## src/rtl/pipectrl_n.sv

```systemverilog
// rtl/pipectrl_n.sv - pipeline stall/flush/redirect controller for an NSTAGE-deep pipe
`timescale 1ns/1ps
module pipectrl_n #(
  parameter int                XLEN        = 32,
  parameter int                NSTAGE      = 6,
  parameter int                LU_STAGE    = 1,
  parameter int                LU_CYCLES   = 1,
  parameter int                REDIR_STAGE = 3,
  parameter int                TRAP_STAGE  = 4,
  parameter logic [NSTAGE-1:0] FREEZE_MASK = 6'b001000,
  parameter int                CNT_W       = 16
) (
  input  logic              clk,
  input  logic              rst,
  input  logic              loaduse_i,
  input  logic [NSTAGE-1:0] stall_req_i,
  input  logic              redir_i,
  input  logic [XLEN-1:0]   redir_addr_i,
  input  logic              trap_i,
  input  logic [XLEN-1:0]   trap_addr_i,
  output logic              je_o,
  output logic [XLEN-1:0]   jump_addr_o,
  output logic [NSTAGE-1:0] stall_o,
  output logic [NSTAGE-1:0] flush_o,
  output logic              pend_o,
  output logic [CNT_W-1:0]  stall_cnt_o
);

  localparam logic [CNT_W-1:0] CNT_MAX = '1;
  localparam logic [3:0]       LU_LOAD = 4'(LU_CYCLES - 1);

  logic [3:0]        lu_cnt_q, lu_cnt_d;
  logic              pend_q, pend_d;
  logic [XLEN-1:0]   pend_addr_q, pend_addr_d;
  logic [CNT_W-1:0]  stall_cnt_q, stall_cnt_d;

  logic              freeze;
  logic              use_trap, use_pend, use_redir, any_redir;
  logic              lu_act;
  logic [NSTAGE-1:0] req;
  logic [NSTAGE-1:0] stall_v, flush_v;
  logic [XLEN-1:0]   addr_v;
  logic              acc;

  // Redirect source selection and stall/flush vector composition
  always_comb begin
    freeze    = |(stall_req_i & FREEZE_MASK);
    use_trap  = !freeze && trap_i;
    use_pend  = !freeze && !trap_i && pend_q;
    use_redir = !freeze && !trap_i && !pend_q && redir_i;
    any_redir = use_trap || use_pend || use_redir;

    // A load-use pulse arriving with a redirect belongs to a squashed instruction
    lu_act = (loaduse_i && !any_redir) || (lu_cnt_q != 4'd0);

    req = stall_req_i;
    if (lu_act) req[LU_STAGE] = 1'b1;

    // Every stage at or below the highest requester holds; the next one gets a bubble
    acc     = 1'b0;
    stall_v = '0;
    flush_v = '0;
    for (int j = NSTAGE - 1; j >= 0; j--) begin
      acc        = acc | req[j];
      stall_v[j] = acc;
    end
    for (int j = 1; j < NSTAGE; j++) begin
      flush_v[j] = stall_v[j-1] && !stall_v[j];
    end

    addr_v = '0;
    if (use_trap) begin
      addr_v = trap_addr_i;
      for (int j = 0; j < NSTAGE; j++) begin
        if (j < TRAP_STAGE) begin
          stall_v[j] = 1'b0;
          if (j >= 1) flush_v[j] = 1'b1;
        end
      end
    end else if (use_pend || use_redir) begin
      addr_v = use_pend ? pend_addr_q : redir_addr_i;
      for (int j = 0; j < NSTAGE; j++) begin
        if (j < REDIR_STAGE) begin
          stall_v[j] = 1'b0;
          if (j >= 1) flush_v[j] = 1'b1;
        end
      end
    end

    if (freeze) begin
      stall_v = '1;
      flush_v = '0;
    end
  end

  // Next-state for load-use hold, pending redirect and stall counter
  always_comb begin
    lu_cnt_d    = lu_cnt_q;
    pend_d      = pend_q;
    pend_addr_d = pend_addr_q;
    stall_cnt_d = stall_cnt_q;

    if (freeze) begin
      if (trap_i) begin
        pend_d      = 1'b1;
        pend_addr_d = trap_addr_i;
      end else if (redir_i) begin
        pend_d      = 1'b1;
        pend_addr_d = redir_addr_i;
      end
    end else begin
      // Unfrozen: a held redirect is either issued now or superseded by a trap
      pend_d = 1'b0;
      if (any_redir)                lu_cnt_d = 4'd0;
      else if (loaduse_i)           lu_cnt_d = LU_LOAD;
      else if (lu_cnt_q != 4'd0)    lu_cnt_d = lu_cnt_q - 4'd1;
    end

    if (stall_v[0] && stall_cnt_q != CNT_MAX) stall_cnt_d = stall_cnt_q + 1'b1;
  end

  // State registers
  always_ff @(posedge clk or posedge rst) begin
    if (rst) begin
      lu_cnt_q    <= '0;
      pend_q      <= 1'b0;
      pend_addr_q <= '0;
      stall_cnt_q <= '0;
    end else begin
      lu_cnt_q    <= lu_cnt_d;
      pend_q      <= pend_d;
      pend_addr_q <= pend_addr_d;
      stall_cnt_q <= stall_cnt_d;
    end
  end

  // Outputs are forced quiet while reset is asserted
  always_comb begin
    je_o        = !rst && any_redir;
    jump_addr_o = rst ? '0 : addr_v;
    stall_o     = rst ? '0 : stall_v;
    flush_o     = rst ? '0 : flush_v;
    pend_o      = pend_q;
    stall_cnt_o = stall_cnt_q;
  end

endmodule

```

## config.mk

```make
export PLATFORM = sky130hd
export DESIGN_NAME = pipectrl_n
export DESIGN_NICKNAME = d
export VERILOG_FILES = /design/src/rtl/pipectrl_n.sv
export SDC_FILE = /design/constraint.sdc
export NUM_CORES = 1
export LEC_CHECK = 0
export ABC_CLOCK_PERIOD_IN_PS = 4800
export CORE_MARGIN = 2
export CORE_UTILIZATION = 49
export CTS_BUF_LIST = sky130_fd_sc_hd__clkbuf_4
export DETAILED_ROUTE_END_ITERATION = 10
export PLACE_DENSITY = 0.9
export REMOVE_ABC_BUFFERS = 1
export SYNTH_ARGS = -nofsm -noshare
export SYNTH_HDL_FRONTEND = slang
export SYNTH_SLANG_ARGS = --single-unit
```

## constraint.sdc

```tcl
create_clock -name clk -period 4.8 [get_ports clk]
set_clock_uncertainty 0.1 [all_clocks]
set_input_delay 0.96 -clock clk [delete_from_list [all_inputs] [get_ports clk]]
set_output_delay 0.96 -clock clk [all_outputs]
set_load 0.005 [all_outputs]
```

==> impl_results.md, run 1 <==
* Ys flop type: dfrtp_1
* Tightest Pin Transition at 1250 ps
* Worst path required time at 3740 ps
* Critical Path AT at 3270 ps
* CP delay by family, top: buffers and inverters
* CP cell instances: clkdlybuf4s50_1, nor3b_2, buf_4, mux2_2, a22oi_1, nor2_1, clkdlybuf4s50_1
* Worst skew pair latency at 380 ps
* Cell taking the most area after synthesis: dfrtp_1
* Power Density at 245 mW/mm2
* GR Util All Layers at 24.2%
* CP Capture Type: output port
* Core ar. at 0.00679 mm2
* Starting Density at 50.8%
* Async set-reset flop share out of synthesis at 100%
* Commonest cells in the netlist: dfrtp_1 (53), nor2_1 (46), nand2_1 (42)
* Sink Count at 53
* Netlist Area Pre-Place at 0.00345 mm2
* Antenna Violating Nets Remaining at 0
* Final setup margin at 473 ps
* Reg2reg end: stall_cnt_o[1]$_DFFE_PP0P_
* Final hold violation count at 0
* Routed WL at 9.34 mm
* Critical path launch point type: input pin
* Slew margin rel. at 16.3%
* Dominant cells by area after synthesis: dfrtp_1 (38%), mux2_2 (11%), mux2i_1 (9.3%)
* Mean Syn Cell Area at 9.11 um2
* Most frequent cell after synthesis: dfrtp_1
* Post_cts resized at 0
* Final period util at 90.2%
* Reg2reg setup slack at 2340 ps
* N_diodes at 0
* Htree depth at 2
* Worst Path Class, Setup: in2out
* Top cell by count, worst path: clkdlybuf4s50_1
* TritonCTS Buffers at 5
* First-pass GRT wire length at 14.8 mm
* Routability cong. at 0.786
* Vias in the first global route at 3267
* Cts hold-fix bufs at 0
* Buffers & Inverters on Critical Path at 3
* I/O pin total at 137
* CTS tree: done
* Hold path endpoint: pend_addr_q[9]$_DFFE_PP0P_
* Worst-case clock buffer depth at 2
* Max_cap viols at 0
* Fin. max-slew vios at 0
* Crit Path Max Fanout at 20
* Ratio of cells with drive above 1 in the final layout at 12.4%
* Slowest-stage cell, CP: clkdlybuf4s50_1
* FP Rows at 30
* Post-DR wirelength/cell at 15.7 um
* Post-place setup slack at 484 ps
* Die height at 88.0 um
* DPL Wire Length at 6.79 mm
* Vias per cell at 5.47
* WHS Path Cells at 2
* Synth cell types at 39
* Reg clk slew, reported paths at 150 ps
* Maximum VDD drop at 0.231 mV
* DRC at 0
* Hold Path Origin: pend_addr_q[9]$_DFFE_PP0P_
* EDFF count, synth at 0
* DRT Pass-1 Iters at 4
* Starting DRT DRC Count at 118
* Worst-case reg-to-reg path depth at 4
* Area growth syn-to-layout at 42.2%
* Initial antenna violation count at 0
* Hold Path Class: reg2reg
* Reg-to-Reg Start: pend_o$_DFFE_PP0P_
* Hold slack at 402 ps
* Final nets at 577
* CP max stage delay at 590 ps
* Post-CTS setup buffer count at 0
* #FFs+latches synth at 53
* Grt total ovfl at 0
* Port buffer count at 134
* Fmax at 0.231 GHz
* Post-synth top area share at 38.4%
* Final std cells w/o fill at 596
* RSZ-0062 raised after global routing: no
* # setup viols final at 0
* Via count at 3261
* Root Buffer: clkbuf_4
* Die X-Extent at 88.0 um
* Seq/Total Area, Yosys at 38.4%
* Die area at 0.00774 mm2
* FILL cells at 522
* Pin count of the biggest net entering global routing at 65
* Syn Inst Count at 379
* Overall power at 0.00120 W
* Leakage at 1.99 nW
* Placed Cells at 588
* Status: completed
* Post-layout minimum cycle time at 4330 ps
* Ys Warns at 0
==> per-stage QoR <==
stage               setup TNS [ps]  utilization (%)  area (um2)
finish                           0             72.3        4910
global placement                 0             71.4        4850
floorplan                   -11040                -        3320
global route                     0             72.3        4910
CTS                              0             72.3        4910
detailed placement               0             71.4        4850
==> cell usage in the layout, fill, tap and decap left out, types with 5 or more instances in the layout <==
cell / count
a22oi_1: 32
buf_4: 8
clkbuf_4: 5
clkdlybuf4s50_1: 132
dfrtp_1: 53
mux2_2: 33
mux2i_1: 32
nand2_1: 42
nand3_1: 9
nand4_1: 7
nor2_1: 46
nor3_1: 6
o21ai_0: 35
xnor2_1: 13
==> worst max path at each step <==
stage | start | to | slack [ps] | depth (start not counted)
3_3_place_gp | stall_req_i[3] | jump_addr_o[27] | 550 | 7
2_1_floorplan | stall_req_i[3] | jump_addr_o[0] | -340 | 4
5_1_grt | stall_req_i[3] | jump_addr_o[9] | 350 | 7
4_1_cts | stall_req_i[3] | jump_addr_o[21] | 470 | 7
3_5_place_dp | stall_req_i[3] | jump_addr_o[21] | 480 | 7
6_report | stall_req_i[3] | jump_addr_o[21] | 470 | 7
==> state kept, by name, summed over array words and instances, names as in the netlist <==
signal and count:
pend_addr_q 32, stall_cnt_o 16, lu_cnt_q 4, pend_o 1
==> worst reg2reg max path: cells and delay by family (launching register included) <==
kind          cells  cell delay [ps]
simple gates      3             1410
mux               1              410
flops             1              450
==> layout make-up <==
| type | instances | area (um2) | area share, % |
|---|---|---|---|
| Multi-Input combinational cell | 292 | 2000 | 40.7 |
| Timing Repair Buffer | 142 | 1390 | 28.3 |
| Sequential cell | 53 | 1330 | 27.0 |
| Tap cell | 96 | 120 | 2.45 |
| Clock buffer | 5 | 37.5 | 0.764 |
| Clock inverter | 3 | 21.3 | 0.433 |
| Inverter | 5 | 18.8 | 0.382 |
==> report_power, final <==
| group | switching (W) | total, W | internal, W | leakage [nW] |
|---|---|---|---|---|
| sequential | 0.0000690 | 0.000588 | 0.000519 | 0.667 |
| combinational | 0.000167 | 0.000404 | 0.000238 | 1.29 |
| clock | 0.000153 | 0.000211 | 0.0000585 | 0.0316 |
| total | 0.000389 | 0.00120 | 0.000815 | 1.99 |
==> cell families (layout without fill, tap and decap cells) <==
| family | Yosys count | in the layout | synth area share (%) |
|---|---|---|---|
| adder cells (fa/ha/maj) | 3 | 3 | 1.09 |
| XOR/XNOR | 15 | 15 | 3.80 |
| multiplexers | 66 | 66 | 20.5 |
| AND/OR/NAND/NOR | 131 | 131 | 18.0 |
| buffers and inverters | 35 | 155 | 4.56 |
| flip-flops | 53 | 53 | 38.4 |
| other | 1 | 2 | 0.109 |
| AO/OA/AOI/OAI | 75 | 75 | 13.6 |
==> metal layers <==
metal | vias to the layer above | global-route usage [%] | share of wire (%)
li1 | 1588 | - | -
met1 | 1565 | 29.2 | 41
met2 | 96 | 43.0 | 52
met3 | 12 | 3.68 | 5.4
met4 | 0 | 10.2 | 1.6
met5 | - | 0 | 0
Note: power is estimated with default switching activity, not from simulation.
==> run 2, diff against run 1 <==
--- a/config.mk
+++ b/config.mk
@@ -6,7 +6,7 @@
 export NUM_CORES = 1
 export LEC_CHECK = 0
 export ABC_CLOCK_PERIOD_IN_PS = 4800
-export CORE_MARGIN = 2
+export CORE_MARGIN = 5
 export CORE_UTILIZATION = 49
 export CTS_BUF_LIST = sky130_fd_sc_hd__clkbuf_4
 export DETAILED_ROUTE_END_ITERATION = 10
==> impl_results.md, run 2 (synthesis results as in run 1) <==
* Status: completed (unchanged)
* Sink Count at 53 (unchanged)
* Most common cell after layout, fill and taps aside: clkdlybuf4s50_1 (unchanged)
* Maximum VDD drop at 0.233 mV (was 0.231 mV)
* CP Capture Type: output port (unchanged)
* Hold Path Class: reg2reg (unchanged)
* Pin count of the biggest net entering global routing at 65 (unchanged)
* Worst Path Class, Setup: in2out (unchanged)
* I/O pin total at 137 (unchanged)
* TritonCTS Buffers at 5 (unchanged)
* Core ar. at 0.00683 mm2 (was 0.00679 mm2)
* Largest Register: pend_addr_q (unchanged)
* Final nets at 576 (was 577)
* Critical Path AT at 3260 ps (was 3270 ps)
* Grt total ovfl at 0 (unchanged)
* Via count at 3326 (was 3261)
* Post-CTS setup buffer count at 0 (unchanged)
* Placed Cells at 587 (was 588)
* Commonest cells after routing, fill and taps aside: clkdlybuf4s50_1 (132), dfrtp_1 (53), nor2_1 (46) (unchanged)
* Final hold violation count at 0 (unchanged)
* Fmax at 0.231 GHz (about the same)
* Fin. max-slew vios at 0 (unchanged)
* Post-layout minimum cycle time at 4320 ps (was 4330 ps)
* DPL Wire Length at 7.36 mm (was 6.79 mm)
* Worst skew pair latency at 370 ps (was 380 ps)
* N_diodes at 0 (unchanged)
* DRC at 0 (unchanged)
* Vias in the first global route at 3327 (was 3267)
* Tightest Pin Transition at 1110 ps (was 1250 ps)
* Crit Path Max Fanout at 4 (was 20)
* Post-DR wirelength/cell at 16.8 um (was 15.7 um)
* Routed WL at 10.0 mm (was 9.34 mm)
* Power Density at 243 mW/mm2 (was 245 mW/mm2)
* Final period util at 90.0% (was 90.2%)
* Root Buffer: clkbuf_4 (unchanged)
* Max_cap viols at 0 (unchanged)
* Htree depth at 2 (unchanged)
* Port buffer count at 134 (unchanged)
* Leakage at 1.98 nW (was 1.99 nW)
* Setup TNS at 0 ps (unchanged)
* Final std cells w/o fill at 595 (was 596)
* DRT Pass-1 Iters at 5 (was 4)
* Area growth syn-to-layout at 41.8% (was 42.2%)
* Worst-case clock buffer depth at 2 (unchanged)
* Slew margin rel. at 25.9% (was 16.3%)
* FP Rows at 30 (unchanged)
* Ratio of cells with drive above 1 in the final layout at 11.8% (was 12.4%)
* Initial antenna violation count at 0 (unchanged)
* CTS tree: done (unchanged)
* RSZ-0062 raised after global routing: no (unchanged)
* Worst path required time at 3740 ps (about the same)
* Die area at 0.00883 mm2 (was 0.00774 mm2)
* Antenna Violating Nets Remaining at 0 (unchanged)
* Starting DRT DRC Count at 169 (was 118)
* GR Util All Layers at 22.6% (was 24.2%)
* Die X-Extent at 94.0 um (was 88.0 um)
* First-pass GRT wire length at 16.0 mm (was 14.8 mm)
* Reg clk slew, reported paths at 140 ps (was 150 ps)
* Cts hold-fix bufs at 0 (unchanged)
* # setup viols final at 0 (unchanged)
* Starting Density at 50.5% (was 50.8%)
* Routability cong. at 0.824 (was 0.786)
* Vias per cell at 5.59 (was 5.47)
* Critical path launch point type: input pin (unchanged)
* Overall power at 0.00119 W (was 0.00120 W)
* Die height at 94.0 um (was 88.0 um)
* Max reg flops at 32 (unchanged)
* Post_cts resized at 0 (unchanged)
## run 2: cell count changes in the layout (fill, tap and decap cells not counted), sizes merged
cell / change
inv: -1
clkinv: +2
clkinvlp: -1
buf: -1
## run 2: layout make-up
class                      instances  area (um2)
clock inverter                     3        12.5
inverter                           5        18.8
fill                             541        1940
tap                               96         120
clock buffer                       5        37.5
timing repair buffer             141        1380
multi-input combinational        292        2000
sequential                        53        1330
## run 2: path summary, 6_finish.rpt
| check | start | endpoint | slack [ps] | depth (start not counted) |
|---|---|---|---|---|
| max reg2reg | pend_o$_DFFE_PP0P_ | stall_cnt_o[1]$_DFFE_PP0P_ | 2430 | 4 |
| max | loaduse_i | flush_o[1] | 480 | 7 |
| max in group asynchronous | rst | pend_addr_q[10]$_DFFE_PP0P_ | 2740 | 2 |
| min in group asynchronous | rst | stall_cnt_o[10]$_DFFE_PP0P_ | 1200 | 2 |
| min | pend_addr_q[13]$_DFFE_PP0P_ | pend_addr_q[13]$_DFFE_PP0P_ | 400 | 2 |
| min reg2reg | pend_addr_q[13]$_DFFE_PP0P_ | pend_addr_q[13]$_DFFE_PP0P_ | 400 | 2 |
## run 2: per-stage QoR
step / hold WS [ps] / instance area (um2) / worst slack (ps) / util [%]
finish: 397 / 4900 / 480 / 71.7
global route: 433 / 4900 / 355 / 71.7
CTS: 402 / 4900 / 487 / 71.7
detailed placement: 371 / 4850 / 491 / 70.9
global placement: 358 / 4850 / 552 / 70.9
floorplan: 344 / 3320 / -345 / -
## run 2: metal layers
metal | share of wire [%] | up-vias | track usage (%)
li1 | - | 1587 | -
met1 | 41 | 1601 | 27.4
met2 | 51 | 119 | 39.4
met3 | 5.7 | 19 | 4.33
met4 | 2.5 | 0 | 8.54
met5 | 0 | - | 0
## run 2: worst max-delay path: stages
cell and delay, ps:
clkdlybuf4s50_1 450, nor4b_1 600, nand2b_1 190, nor2_1 170, nand2_1 70, a211oi_1 250
clkdlybuf4s50_1 560
## run 2: power breakdown
part           leakage [nW]  internal [W]  total [W]  switching (W)
combinational          1.28      0.000238   0.000410       0.000171
sequential            0.667      0.000519   0.000590      0.0000709
clock                0.0300     0.0000535   0.000189       0.000135
total                  1.98      0.000811    0.00119       0.000377
==> run 3, diff against run 2 <==
--- a/config.mk
+++ b/config.mk
@@ -11,7 +11,6 @@
 export CTS_BUF_LIST = sky130_fd_sc_hd__clkbuf_4
 export DETAILED_ROUTE_END_ITERATION = 10
 export PLACE_DENSITY = 0.9
-export REMOVE_ABC_BUFFERS = 1
 export SYNTH_ARGS = -nofsm -noshare
 export SYNTH_HDL_FRONTEND = slang
 export SYNTH_SLANG_ARGS = --single-unit
==> impl_results.md, run 3 (synthesis results as in run 1) <==
* Worst path required time at 3740 ps (about the same)
* DRC at 0 (unchanged)
* Htree depth at 2 (unchanged)
* Post-CTS setup buffer count at 0 (unchanged)
* Initial antenna violation count at 0 (unchanged)
* N_diodes at 0 (unchanged)
* DRT Pass-1 Iters at 5 (unchanged)
* CP cell instances: clkdlybuf4s50_1, nor3b_2, buf_4, mux2_2, a22oi_1, nor2_1, clkdlybuf4s50_1 (was clkdlybuf4s50_1, nor4b_1, nand2b_1, nor2_1, nand2_1, a211oi_1, clkdlybuf4s50_1)
* Post_cts resized at 0 (unchanged)
* Met3 usage at 4.81% (was 4.33%)
* Sink Count at 53 (unchanged)
* Vias per cell at 5.55 (was 5.59)
* Switching power at 0.000382 W (was 0.000377 W)
* Fin. max-slew vios at 0 (unchanged)
* Hold Path Origin: pend_addr_q[17]$_DFFE_PP0P_ (was pend_addr_q[13]$_DFFE_PP0P_)
* Post-layout minimum cycle time at 4320 ps (about the same)
* Tightest Pin Transition at 1100 ps (was 1110 ps)
* Sw Share at 29.3% (was 31.8%)
* Leakage at 2.01 nW (was 1.98 nW)
* RSZ-0062 raised after global routing: no (unchanged)
* Worst skew pair latency at 370 ps (about the same)
* Commonest cells after routing, fill and taps aside: clkdlybuf4s50_1 (132), dfrtp_1 (53), nor2_1 (46) (unchanged)
* Fmax at 0.232 GHz (was 0.231 GHz)
* Cts hold-fix bufs at 0 (unchanged)
* Largest Register: pend_addr_q (unchanged)
* Port buffer count at 134 (unchanged)
* GRT met2 Usage at 40.6% (was 39.4%)
* Max reg flops at 32 (unchanged)
* Final std cells w/o fill at 597 (was 595)
* Post-DR wirelength/cell at 16.8 um (about the same)
* First-pass GRT wire length at 16.3 mm (was 16.0 mm)
* Status: completed (unchanged)
* Sequential fraction of design power at 45.2% (was 49.6%)
* Critical path launch point type: input pin (unchanged)
* Routing usage on met1 at 27.9% (was 27.4%)
* GR Util All Layers at 22.9% (was 22.6%)
* FP Rows at 30 (unchanged)
* Via count at 3316 (was 3326)
* Gr busiest metal: met2 (unchanged)
* Most common cell after layout, fill and taps aside: clkdlybuf4s50_1 (unchanged)
* Pint at 0.000921 W (was 0.000811 W)
* Die height at 94.0 um (unchanged)
* Starting DRT DRC Count at 190 (was 169)
* CTS tree: done (unchanged)
* Grt total ovfl at 0 (unchanged)
* Final period util at 89.9% (was 90.0%)
* Ratio of cells with drive above 1 in the final layout at 12.6% (was 11.8%)
* CP Capture Type: output port (unchanged)
* Hold Path Class: reg2reg (unchanged)
* Reg-to-Reg Start: pend_o$_DFFE_PP0P_ (unchanged)
* Vias in the first global route at 3470 (was 3327)
* Utilization after layout at 72.7% (was 71.7%)
* Routability cong. at 0.845 (was 0.824)
* CP Launch Point: stall_req_i[3] (was loaduse_i)
* Die X-Extent at 94.0 um (unchanged)
* Antenna Violating Nets Remaining at 0 (unchanged)
* DPL Wire Length at 7.46 mm (was 7.36 mm)
* Slew margin rel. at 26.7% (was 25.9%)
* Maximum VDD drop at 0.152 mV (was 0.233 mV)
* Power Density at 262 mW/mm2 (was 243 mW/mm2)
* Starting Density at 50.5% (unchanged)
* Clock network power share at 23.3% (was 15.9%)
* Worst Path Class, Setup: in2out (unchanged)
* TritonCTS Buffers at 5 (unchanged)
* Critical Path AT at 3260 ps (about the same)
* Area growth syn-to-layout at 43.7% (was 41.8%)
* Core ar. at 0.00683 mm2 (unchanged)
* # setup viols final at 0 (unchanged)
* Root Buffer: clkbuf_4 (unchanged)
* CP max stage delay at 580 ps (was 600 ps)
* Placed Cells at 589 (was 587)
* FILL cells at 536 (was 541)
* Max_cap viols at 0 (unchanged)
* Die area at 0.00883 mm2 (unchanged)
* Final hold violation count at 0 (unchanged)
* Pin count of the biggest net entering global routing at 65 (unchanged)
* Setup TNS at 0 ps (unchanged)
* Worst-case clock buffer depth at 2 (unchanged)
* Logic pwr share at 31.5% (was 34.5%)
* I/O pin total at 137 (unchanged)
* Crit Path Max Fanout at 17 (was 4)
* Routed WL at 10.0 mm (about the same)
* Slowest-stage cell, CP: clkdlybuf4s50_1 (was nor4b_1)
* Top cell by count, worst path: clkdlybuf4s50_1 (unchanged)
* Final nets at 578 (was 576)
* Reg clk slew, reported paths at 140 ps (about the same)
run 3: changes by cell type in the layout (fill, tap and decap cells not counted):
cell,change
buf_4,+2
bufinv_16,+2
clkinv_1,-2
run 3: final timing paths:
check                           depth (start not counted)  slack, ps                     endpoint
worst max register to register                          4       2330   stall_cnt_o[1]$_DFFE_PP0P_
min in group asynchronous                               2       1180  pend_addr_q[26]$_DFFE_PP0P_
worst min register to register                          2        400  pend_addr_q[17]$_DFFE_PP0P_
worst min-delay path                                    2        400  pend_addr_q[17]$_DFFE_PP0P_
worst max-delay path                                    7        480              jump_addr_o[13]
max in group asynchronous                               2       2740  pend_addr_q[12]$_DFFE_PP0P_
run 3: critical path, delay by kind of cell:
kind,cells,cell delay (ps)
buf+inv,3,1370
simple gates,2,370
mux,1,370
compound gates,1,190
run 3: power groups by stage:
stage	clock network, W	registers [W]	logic, W
after detailed placement	0	0.000595	0.000415
after floorplan	0	0.000583	0.000201
after global placement	0	0.000589	0.000396
after global routing	0.000328	0.000599	0.000451
after CTS	0.000309	0.000587	0.000416
final	0.000303	0.000588	0.000411
run 3: layer usage:
metal  vias to the layer above  share of wire [%]
li1                       1586                  -
met1                      1604                 42
met2                       116                 51
met3                        10                5.5
met4                         0                1.3
met5                         -                  0
run 3: layout make-up:
cell class | instances | area, um2 | area share, %
Clock buffer | 5 | 37.5 | 0.756
Clock inverter | 3 | 65.1 | 1.31
Inverter | 5 | 18.8 | 0.378
Multi-Input combinational cell | 292 | 2000 | 40.2
Sequential cell | 53 | 1330 | 26.7
Tap cell | 96 | 120 | 2.42
Timing Repair Buffer | 143 | 1400 | 28.2
run 3: through the flow:
stage               total power (W)  area, um2  worst slack, ps  hold WS, ps
floorplan                  0.000783       3460             1340          344
global placement           0.000986       4860              534          357
detailed placement          0.00101       4860              478          368
CTS                         0.00131       4960              459          404
global route                0.00138       4960              356          426
finish                      0.00130       4960              483          398
==> edit (flow settings as in run 3) <==
The parameter `CNT_W` goes from 16 to 14.
--- a/src/rtl/pipectrl_n.sv
+++ b/src/rtl/pipectrl_n.sv
@@ -9,5 +9,5 @@
   parameter int                TRAP_STAGE  = 4,
   parameter logic [NSTAGE-1:0] FREEZE_MASK = 6'b001000,
-  parameter int                CNT_W       = 16
+  parameter int                CNT_W       = 14
 ) (
   input  logic              clk,
Ports: changed (resized stall_cnt_o); port bits go from 137 to 135. No check against the original RTL was run, so the function may have changed too.
==> edit against run 3 <==
  * Global-route usage rose by 0.50 points
  * Sequential cell count fell by 2
  * Sequential power fell by 3.7%
  * Design area fell by 2.8%
  * Routed wire length fell by 2.1%
  * Worst setup slack improved by 0.20 ns
  * Total power fell by 3.7%
  * Area after synthesis fell by 2.1%
  * Critical path depth did not move
  * Maximum frequency rose by 4.7%
  * Die area fell by 1.9%
==> edit: results (changes against run 3) <==
Drt
  – Drt wl/cell: 17.2 um (+2.1%)
  – Routed WL: 9.81 mm (-2.1%)
  – Total number of vias: 3,279 (-1.1%)
  – DRT Pass-1 Iters: 5 (unchanged)
  – Initial DRC count: 137 (-28%)

Synthesis
  – Most frequent cells after synthesis: dfrtp_1, nor2_1, nand2_1
  – Synth area leaders: dfrtp_1, mux2_2, mux2i_1, a22oi_1, nor2_1
  – Register area share after synthesis: 0.378 (-0.00642)
  – Synth warn: 0 (unchanged)
  – Syn Inst Count: 372 (-1.8%)
  – Yosys cell types: 39 (unchanged)

Power
  – Int Pwr: 0.862 mW (-6.3%)
  – Peak supply drop: 0.129 mV (-15%)
  – Seq pwr share: 0.451 (about the same)
  – Leakage: 1.97 nW (-2.2%)
  – Clk. pwr: 0.248 mW (-18%)
  – Final Total Pwr: 1.25 mW (-3.7%)

CTS
  – Post-cts sizing count: 0 (unchanged)
  – Total CTS buffers: 5 (unchanged)
  – Postcts setup bufs: 0 (unchanged)
  – CTS root buffer: clkbuf_4
  – Bufs on Longest Clock Path: 2 (unchanged)
  – Clock-pin slew on the worst setup and hold paths: 0.13 ns

Global route
  – Vias in the first global route: 3,461 (-0.26%)
  – First-pass GRT wire length: 16.5 mm (+0.76%)
  – Initial antenna violation count: 0 (unchanged)
  – Largest net degree at the start of global routing: 52 (-20%)
  – GR Util All Layers: 0.234 (+0.00499)

Final layout
  – Largest reg by FF count: pend_addr_q
  – Fin nets: 569 (-1.6%)
  – Max FFs per register: 32 (unchanged)
  – N_diodes: 0 (unchanged)
  – Share of layout cells above drive strength 1: 0.132 (+0.00637)

Setup path
  – Worst Path Max Fanout: 20 (+3)
  – Critical Path AT: 3.06 ns (-0.20 ns)
  – Flop-to-flop setup slack: 2.73 ns (+0.40 ns)
  – Reg2reg path depth: 6 (+2)
  – Max stage delay on crit path: 0.48 ns (-0.10 ns)
  – R2R Path Start: lu_cnt_q[0]
  – Critical Path End: stall_o[0]
  – CP startpoint: stall_req_i[3]

Hold path
  – HP Class: register to register

Timing
  – Slew headroom: 0.462 (+0.195)
  – Minimum clock period: 4.12 ns (-0.195 ns)

Placed design
  – Port Buf Inserts: 132 (-1.5%)
  – Post-Place Setup Slack: 0.704 ns (+0.226 ns)
  – Post-DP HPWL: 7.41 mm (-0.68%)
  – Placed cells: 564 (-4.2%)
  – Routability cong.: 0.916 (+8.5%)
  – Area after DPL: 4740 um2 (-2.4%)

Status
  – Status: completed
## edit: cell count changes after synthesis, moves of 3 or more
cell | before | now
nand2_1 | 42 | 37
buf_2 | 3 | 6
buf_4 | 2 | 5
nor2_1 | 46 | 49
o21ai_0 | 35 | 32
## edit: layout make-up
type                    instances  area (um2)
multi-input cells             288        1970
fillers                       527        1930
repair buffers                142        1390
flip-flops and latches         51        1280
well taps                      80         100
clock inverters                 3        43.8
clock buffers                   5        37.5
inverters                       3        11.3
## edit: per-layer routing
metal  GRT usage  routed length (um)
met3      0.0483                 580
met5           0                   0
met1       0.285                3980
met2       0.415                5090
met4      0.0684                 160
## edit: logic make-up (layout without fill, tap and decap cells)
family                   after synthesis  count (layout)  synth area share
AO/OA/AOI/OAI                         74              74             0.138
flip-flops                            51              51             0.378
adder cells (fa/ha/maj)                3               3            0.0111
buffers and inverters                 34             153            0.0478
XOR/XNOR                              14              14            0.0363
multiplexers                          67              67             0.211
AND/OR/NAND/NOR                      128             128             0.176
other                                  1               2           0.00111
## edit: worst min path at each step
stage | from | depth (start not counted) | to | slack (ns)
global route | pend_addr_q[19] | 2 | pend_addr_q[19] | 0.43
floorplan | pend_addr_q[0] | 2 | pend_addr_q[0] | 0.34
global placement | pend_addr_q[8] | 2 | pend_addr_q[8] | 0.36
finish | pend_addr_q[11] | 2 | pend_addr_q[11] | 0.40
detailed placement | pend_addr_q[11] | 2 | pend_addr_q[11] | 0.37
CTS | pend_addr_q[11] | 2 | pend_addr_q[11] | 0.40
## edit: worst min-delay path, cell delays in order, from the launching register on
cell     delay (ns)
dfrtp_1        0.36
nand2_1        0.04
o21ai_0        0.06
